**src/rtl/capture_pkg.sv**
```systemverilog
// Shared types and default sizes for the scope sample capture buffer.
package capture_pkg;

    typedef enum logic [2:0] {
        ST_IDLE,
        ST_FILL,
        ST_WAIT,
        ST_POST,
        ST_DONE
    } cap_state_t;

    localparam int CAP_DEPTH = 256;
    localparam int CAP_SW    = 8;

endpackage

```
**src/rtl/capture_ram.sv**
```systemverilog
// Simple dual-port sample RAM: synchronous write, registered read.
module capture_ram #(
    parameter int DEPTH = 256,
    parameter int AW    = 8,
    parameter int SW    = 8
) (
    input  logic          clk,
    input  logic          rst,
    input  logic          we,
    input  logic [AW-1:0] waddr,
    input  logic [SW-1:0] wdata,
    input  logic [AW-1:0] raddr,
    output logic [SW-1:0] rdata
);

    logic [SW-1:0] mem [DEPTH];

    // Array is deliberately not reset so a captured frame survives rst.
    always_ff @(posedge clk) begin
        if (we) begin
            mem[waddr] <= wdata;
        end
    end

    always_ff @(posedge clk or posedge rst) begin
        if (rst) begin
            rdata <= '0;
        end else begin
            rdata <= mem[raddr];
        end
    end

endmodule

```
**src/rtl/capture_buffer.sv**
```systemverilog
// Circular sample capture with programmable pre-trigger; frame frozen in DONE.
// Optional build macro CAP_AUTO_REARM_EN adds HOLD-cycle auto re-arm and the freeze input.
//
//   state | meaning
//   IDLE  | not armed, no writes
//   FILL  | writing the pre-trigger portion, triggers ignored
//   WAIT  | writing, waiting for trig_en
//   POST  | writing the post-trigger portion, triggers ignored
//   DONE  | frame frozen, readable
module capture_buffer
    import capture_pkg::*;
#(
    parameter int DEPTH    = CAP_DEPTH,
    parameter int AW       = $clog2(DEPTH),
    parameter int SW       = CAP_SW,
    parameter int TRIG_LAG = 1
`ifdef CAP_AUTO_REARM_EN
    ,
    parameter int HOLD     = 1024
`endif
) (
    input  logic          clk,
    input  logic          rst,
    input  logic [SW-1:0] sample,
    input  logic          trig_en,
    input  logic          arm,
    input  logic [AW-1:0] pretrig,
    input  logic [AW-1:0] rd_addr,
    output logic [SW-1:0] rd_data,
    output logic          busy,
    output logic          done,
    output logic [AW-1:0] trig_addr
`ifdef CAP_AUTO_REARM_EN
    ,
    input  logic          freeze
`endif
);

    localparam logic [AW-1:0] ONE    = AW'(1);
    localparam logic [AW-1:0] LAG    = AW'(TRIG_LAG);
    localparam logic [AW-1:0] LAST   = AW'(DEPTH - 1);
    localparam logic [AW-1:0] PT_MAX = AW'(DEPTH - 1 - TRIG_LAG);

`ifdef CAP_AUTO_REARM_EN
    localparam int              HOLD_W    = $clog2(HOLD + 1);
    localparam logic [HOLD_W-1:0] HOLD_ONE  = HOLD_W'(1);
    localparam logic [HOLD_W-1:0] HOLD_LOAD = HOLD_W'(HOLD);
    logic [HOLD_W-1:0] hold_cnt;
    logic [AW-1:0]     fill_cur;
`endif

    cap_state_t    state;
    logic [AW-1:0] wp;
    logic [AW-1:0] pt;
    logic [AW-1:0] cnt;
    logic [AW-1:0] pt_arm;
    logic [AW-1:0] fill_arm;
    logic [AW-1:0] rem;
    logic [AW-1:0] start;
    logic [AW-1:0] rd_ram;

    assign pt_arm   = (pretrig > PT_MAX) ? PT_MAX : pretrig;
    assign fill_arm = pt_arm + LAG;
    assign rem      = LAST - pt - LAG;
    assign start    = trig_addr - pt;
    assign rd_ram   = start + rd_addr;
`ifdef CAP_AUTO_REARM_EN
    assign fill_cur = pt + LAG;
`endif

    // busy doubles as the RAM write enable: it is high exactly in FILL/WAIT/POST.
    always_ff @(posedge clk or posedge rst) begin
        if (rst) begin
            state     <= ST_IDLE;
            wp        <= '0;
            pt        <= '0;
            cnt       <= '0;
            trig_addr <= '0;
            busy      <= 1'b0;
            done      <= 1'b0;
`ifdef CAP_AUTO_REARM_EN
            hold_cnt  <= '0;
`endif
        end else begin
            if (busy) begin
                wp <= wp + ONE;
            end
`ifdef CAP_AUTO_REARM_EN
            if (state != ST_DONE) begin
                hold_cnt <= HOLD_LOAD;
            end
`endif
            if (arm) begin
                pt    <= pt_arm;
                wp    <= '0;
                cnt   <= fill_arm;
                busy  <= 1'b1;
                done  <= 1'b0;
                state <= (fill_arm == '0) ? ST_WAIT : ST_FILL;
            end else begin
                case (state)
                    ST_FILL: begin
                        if (cnt == ONE) begin
                            state <= ST_WAIT;
                        end else begin
                            cnt <= cnt - ONE;
                        end
                    end
                    ST_WAIT: begin
                        if (trig_en) begin
                            trig_addr <= wp - LAG;
                            if (rem != '0) begin
                                cnt   <= rem;
                                state <= ST_POST;
                            end else begin
                                busy  <= 1'b0;
                                done  <= 1'b1;
                                state <= ST_DONE;
                            end
                        end
                    end
                    ST_POST: begin
                        if (cnt == ONE) begin
                            busy  <= 1'b0;
                            done  <= 1'b1;
                            state <= ST_DONE;
                        end else begin
                            cnt <= cnt - ONE;
                        end
                    end
`ifdef CAP_AUTO_REARM_EN
                    ST_DONE: begin
                        if (hold_cnt == HOLD_ONE) begin
                            hold_cnt <= '0;
                            if (!freeze) begin
                                wp    <= '0;
                                cnt   <= fill_cur;
                                busy  <= 1'b1;
                                done  <= 1'b0;
                                state <= (fill_cur == '0) ? ST_WAIT : ST_FILL;
                            end
                        end else if (hold_cnt != '0) begin
                            hold_cnt <= hold_cnt - HOLD_ONE;
                        end
                    end
`endif
                    default: ;
                endcase
            end
        end
    end

    capture_ram #(
        .DEPTH (DEPTH),
        .AW    (AW),
        .SW    (SW)
    ) u_ram (
        .clk   (clk),
        .rst   (rst),
        .we    (busy),
        .waddr (wp),
        .wdata (sample),
        .raddr (rd_ram),
        .rdata (rd_data)
    );

endmodule

```
**config.mk**
```make
export PLATFORM = sky130hd
export DESIGN_NAME = capture_buffer
export DESIGN_NICKNAME = d
export VERILOG_FILES = /design/src/rtl/capture_pkg.sv /design/src/rtl/capture_ram.sv /design/src/rtl/capture_buffer.sv
export SDC_FILE = /design/constraint.sdc
export NUM_CORES = 2
export LEC_CHECK = 0
export ABC_AREA = 1
export CORE_ASPECT_RATIO = 1.4
export CORE_MARGIN = 1.5
export CORE_UTILIZATION = 39
export CTS_BUF_LIST = sky130_fd_sc_hd__clkbuf_4 sky130_fd_sc_hd__clkbuf_8 sky130_fd_sc_hd__clkbuf_16
export DETAILED_ROUTE_END_ITERATION = 10
export PLACE_DENSITY = 0.63
export SKIP_CTS_REPAIR_TIMING = 1
export SLEW_MARGIN = 30
export SYNTH_ARGS = -nofsm -noshare
export SYNTH_HDL_FRONTEND = slang
export SYNTH_SLANG_ARGS = --single-unit
```
**constraint.sdc**
```tcl
create_clock -name clk -period 6.9 [get_ports clk]
set_input_delay 1.035 -clock clk [delete_from_list [all_inputs] [get_ports clk]]
set_output_delay 1.035 -clock clk [all_outputs]
set_load 0.01 [all_outputs]
```
==> out/qor.yml <==
timing.rr.start: "pt[0]"
cts_num_sinks: 2093
gp_congestion: 0.8724
worstSetupStartpointType: "primary input"
syn_nets: 8760
synth_cells: 8707
syn_avg_cell_area_sq_um: 10.37
slew_headroom_pct: 26.07
wl_per_cell_um: 21.45
grt_pass1_vias: 60530
holdPathEnd: "cnt[1]"
wl_um: 252100
drt_iter0_drc: 6192
ys_ff_latch: 2093
fp.dieH_um: 572.4
setup_violations: 0
synth_top_flop_cell: "edfxtp_1"
finalSetupTns_ns: 0
dr_total_vias: 61090
fin_worst_skew_ns: 0.06487
grt_pass1_wl_um: 375900
grt_overflow_total: 0
synth_top_area_cell: "edfxtp_1"
rr_worst_depth: 16
arrival_ns: 5.78
clock_latency_ns: 0.85
antenna_found_initial: 4
drt_pass1_iterations: 6
grt_max_degree: 216
synth_top_area_share_pct: 68.09
cts_tree: "yes"
htree_levels: 4
remaining_drc_errors: 0
drive_above_1_share_pct: 5.926
yosysMostFrequentCell: "nand2_1"
r2r_end: "u_ram.rdata[3]"
critical_path_required_ns: 7.68
synth-edff-count: 2048
crit_type: "primary input to flip-flop"
final_max_slew_viol_count: 0
cts_root_buffer: "clkbuf_16"
hold_path_depth: 2
ios: 46
ant_nets: 0
status: "completed"
hold_start: "cnt[1]"
layoutNonFillerInstCount: 11760
end_kind: "flip-flop"
synth-seq-area-share_pct: 69.33
die_area_sq_um: 234500
hpwl_um: 143900
hold_path.class: "flip-flop to flip-flop"
fp-row-count: 208
yosys-top-cells-area: "edfxtp_1 68%, nand2_1 12%, nand3_1 5.5%"
initial_utilization_pct: 39.31
fin_crit_sh_pct: 72.46
synth_warnings: 0
synth.distinct_cells: 40
vias_per_cell: 5.197
min_period_ns: 5.000
synth_async_sr_flop_share_pct: 2.150
regToRegSetupSlack_ns: 2.19
rsz0062_at_grt: "no"
core_sq_um: 229800
drv_cap: 0
synthesis.area_sq_um: 90330
die_x_um: 409.7
num-nets-final: 8612
max_freq_ghz: 0.2000
pre_cts_ws_ns: 1.118
critPathMaxFanout: 107
cts.path.max_buffers: 4
cts_buffers: 195
layout_setup_ws_ns: 1.900
synth_common_cells: "2848 x nand2_1, 2048 x edfxtp_1, 987 x nand3_1"
placed_cells: 11410
finalHoldViolations: 0
grt_usage_pct: 21.10
area.growth.synth_to_final_pct: 10.67
io_buffers: 45
clk_pin_slew_ns: 0.07
tightest_slew_ns: 1.109
cells by family (layout without fill, tap and decap cells):
logic type / count (synthesis) / after routing / share of synthesized area [%]
fa+ha+maj: 25 / 25 / 0.4045
compound gates: 445 / 445 / 2.557
mux: 2 / 2 / 0.02355
simple gates: 4839 / 4839 / 21.77
buf+inv: 1283 / 1284 / 5.711
flops: 2093 / 2093 / 69.33
other cells: 0 / 3 / 0
xor+xnor: 20 / 20 / 0.2022
routing by layer:
layer | up-vias | GRT usage [%] | wire (um)
met1 | 29700 | 25.48 | 95420
met2 | 2378 | 36.54 | 124700
li1 | 28400 | - | -
met4 | 8 | 11.39 | 14800
met5 | - | 0 | 54
met3 | 610 | 2.873 | 17150
area by class of cell:
cell class                      instances  area, sq um
Antenna cell                            3        7.507
Fill cell                           21160       129800
Timing Repair Buffer                  144         1629
Inverter                              794         3003
Tap cell                             3045         3810
Sequential cell                      2093        62630
Multi-Input combinational cell       5331        22640
Clock inverter                         99        867.1
Clock buffer                          247         5384
worst max-delay path, stage by stage:
cell	delay, ns
clkdlybuf4s50_1	0.48
inv_1	0.07
fa_1	0.59
fa_4	0.80
inv_8	0.50
buf_12	0.47
o21ai_0	0.18
o21ai_1	0.23
nand2_1	0.07
nand3_1	0.16
nand3_1	0.24
nand3_1	0.20
nand3_1	0.24
nand2_1	0.16
nand2_1	0.09
nand2_1	0.08
stage by stage:
| stage | utilization, % | hold slack [ns] | instance area, sq um |
|---|---|---|---|
| after floorplan | - | 0.4419 | 90330 |
| after global placement | 40.75 | 0.4640 | 93640 |
| after detailed placement | 40.76 | 0.4661 | 93660 |
| after CTS | 43.48 | 0.4803 | 99910 |
| after global routing | 43.50 | 0.5230 | 99960 |
| final | 43.50 | 0.4774 | 99960 |
registers in the layout, summed over array words and instances, names as in the netlist:
name	flops
busy	1
trig_addr	8
state	3
pt	8
u_ram.mem	2048
wp	8
u_ram.rdata	8
done	1
cnt	8
worst max path at each step:
stage | from | depth (start not counted) | slack (ns) | to
final | rd_addr[1] | 16 | 1.90 | u_ram.rdata[6]
after global placement | rd_addr[1] | 16 | 1.12 | u_ram.rdata[6]
after detailed placement | rd_addr[1] | 16 | 1.12 | u_ram.rdata[6]
after global routing | rd_addr[2] | 18 | 1.86 | u_ram.rdata[0]
after CTS | rd_addr[1] | 16 | 2.02 | u_ram.rdata[6]
after floorplan | rd_addr[1] | 17 | 3.38 | u_ram.rdata[0]
cells in the final DEF (no fill, tap or decap), types with 41 or more instances in the layout:
| cell | n |
|---|---|
| nand2_1 | 2844 |
| edfxtp_1 | 2048 |
| nand3_1 | 987 |
| nor2_1 | 898 |
| inv_1 | 787 |
| o21ai_0 | 353 |
| clkbuf_16 | 199 |
| or2_2 | 70 |
| buf_4 | 68 |
| o21ai_1 | 49 |
| dfrtp_1 | 45 |
| clkbuf_4 | 41 |
Power is not shown: default switching activity piles up to over one toggle a cycle in this logic, so the estimate is an artifact.
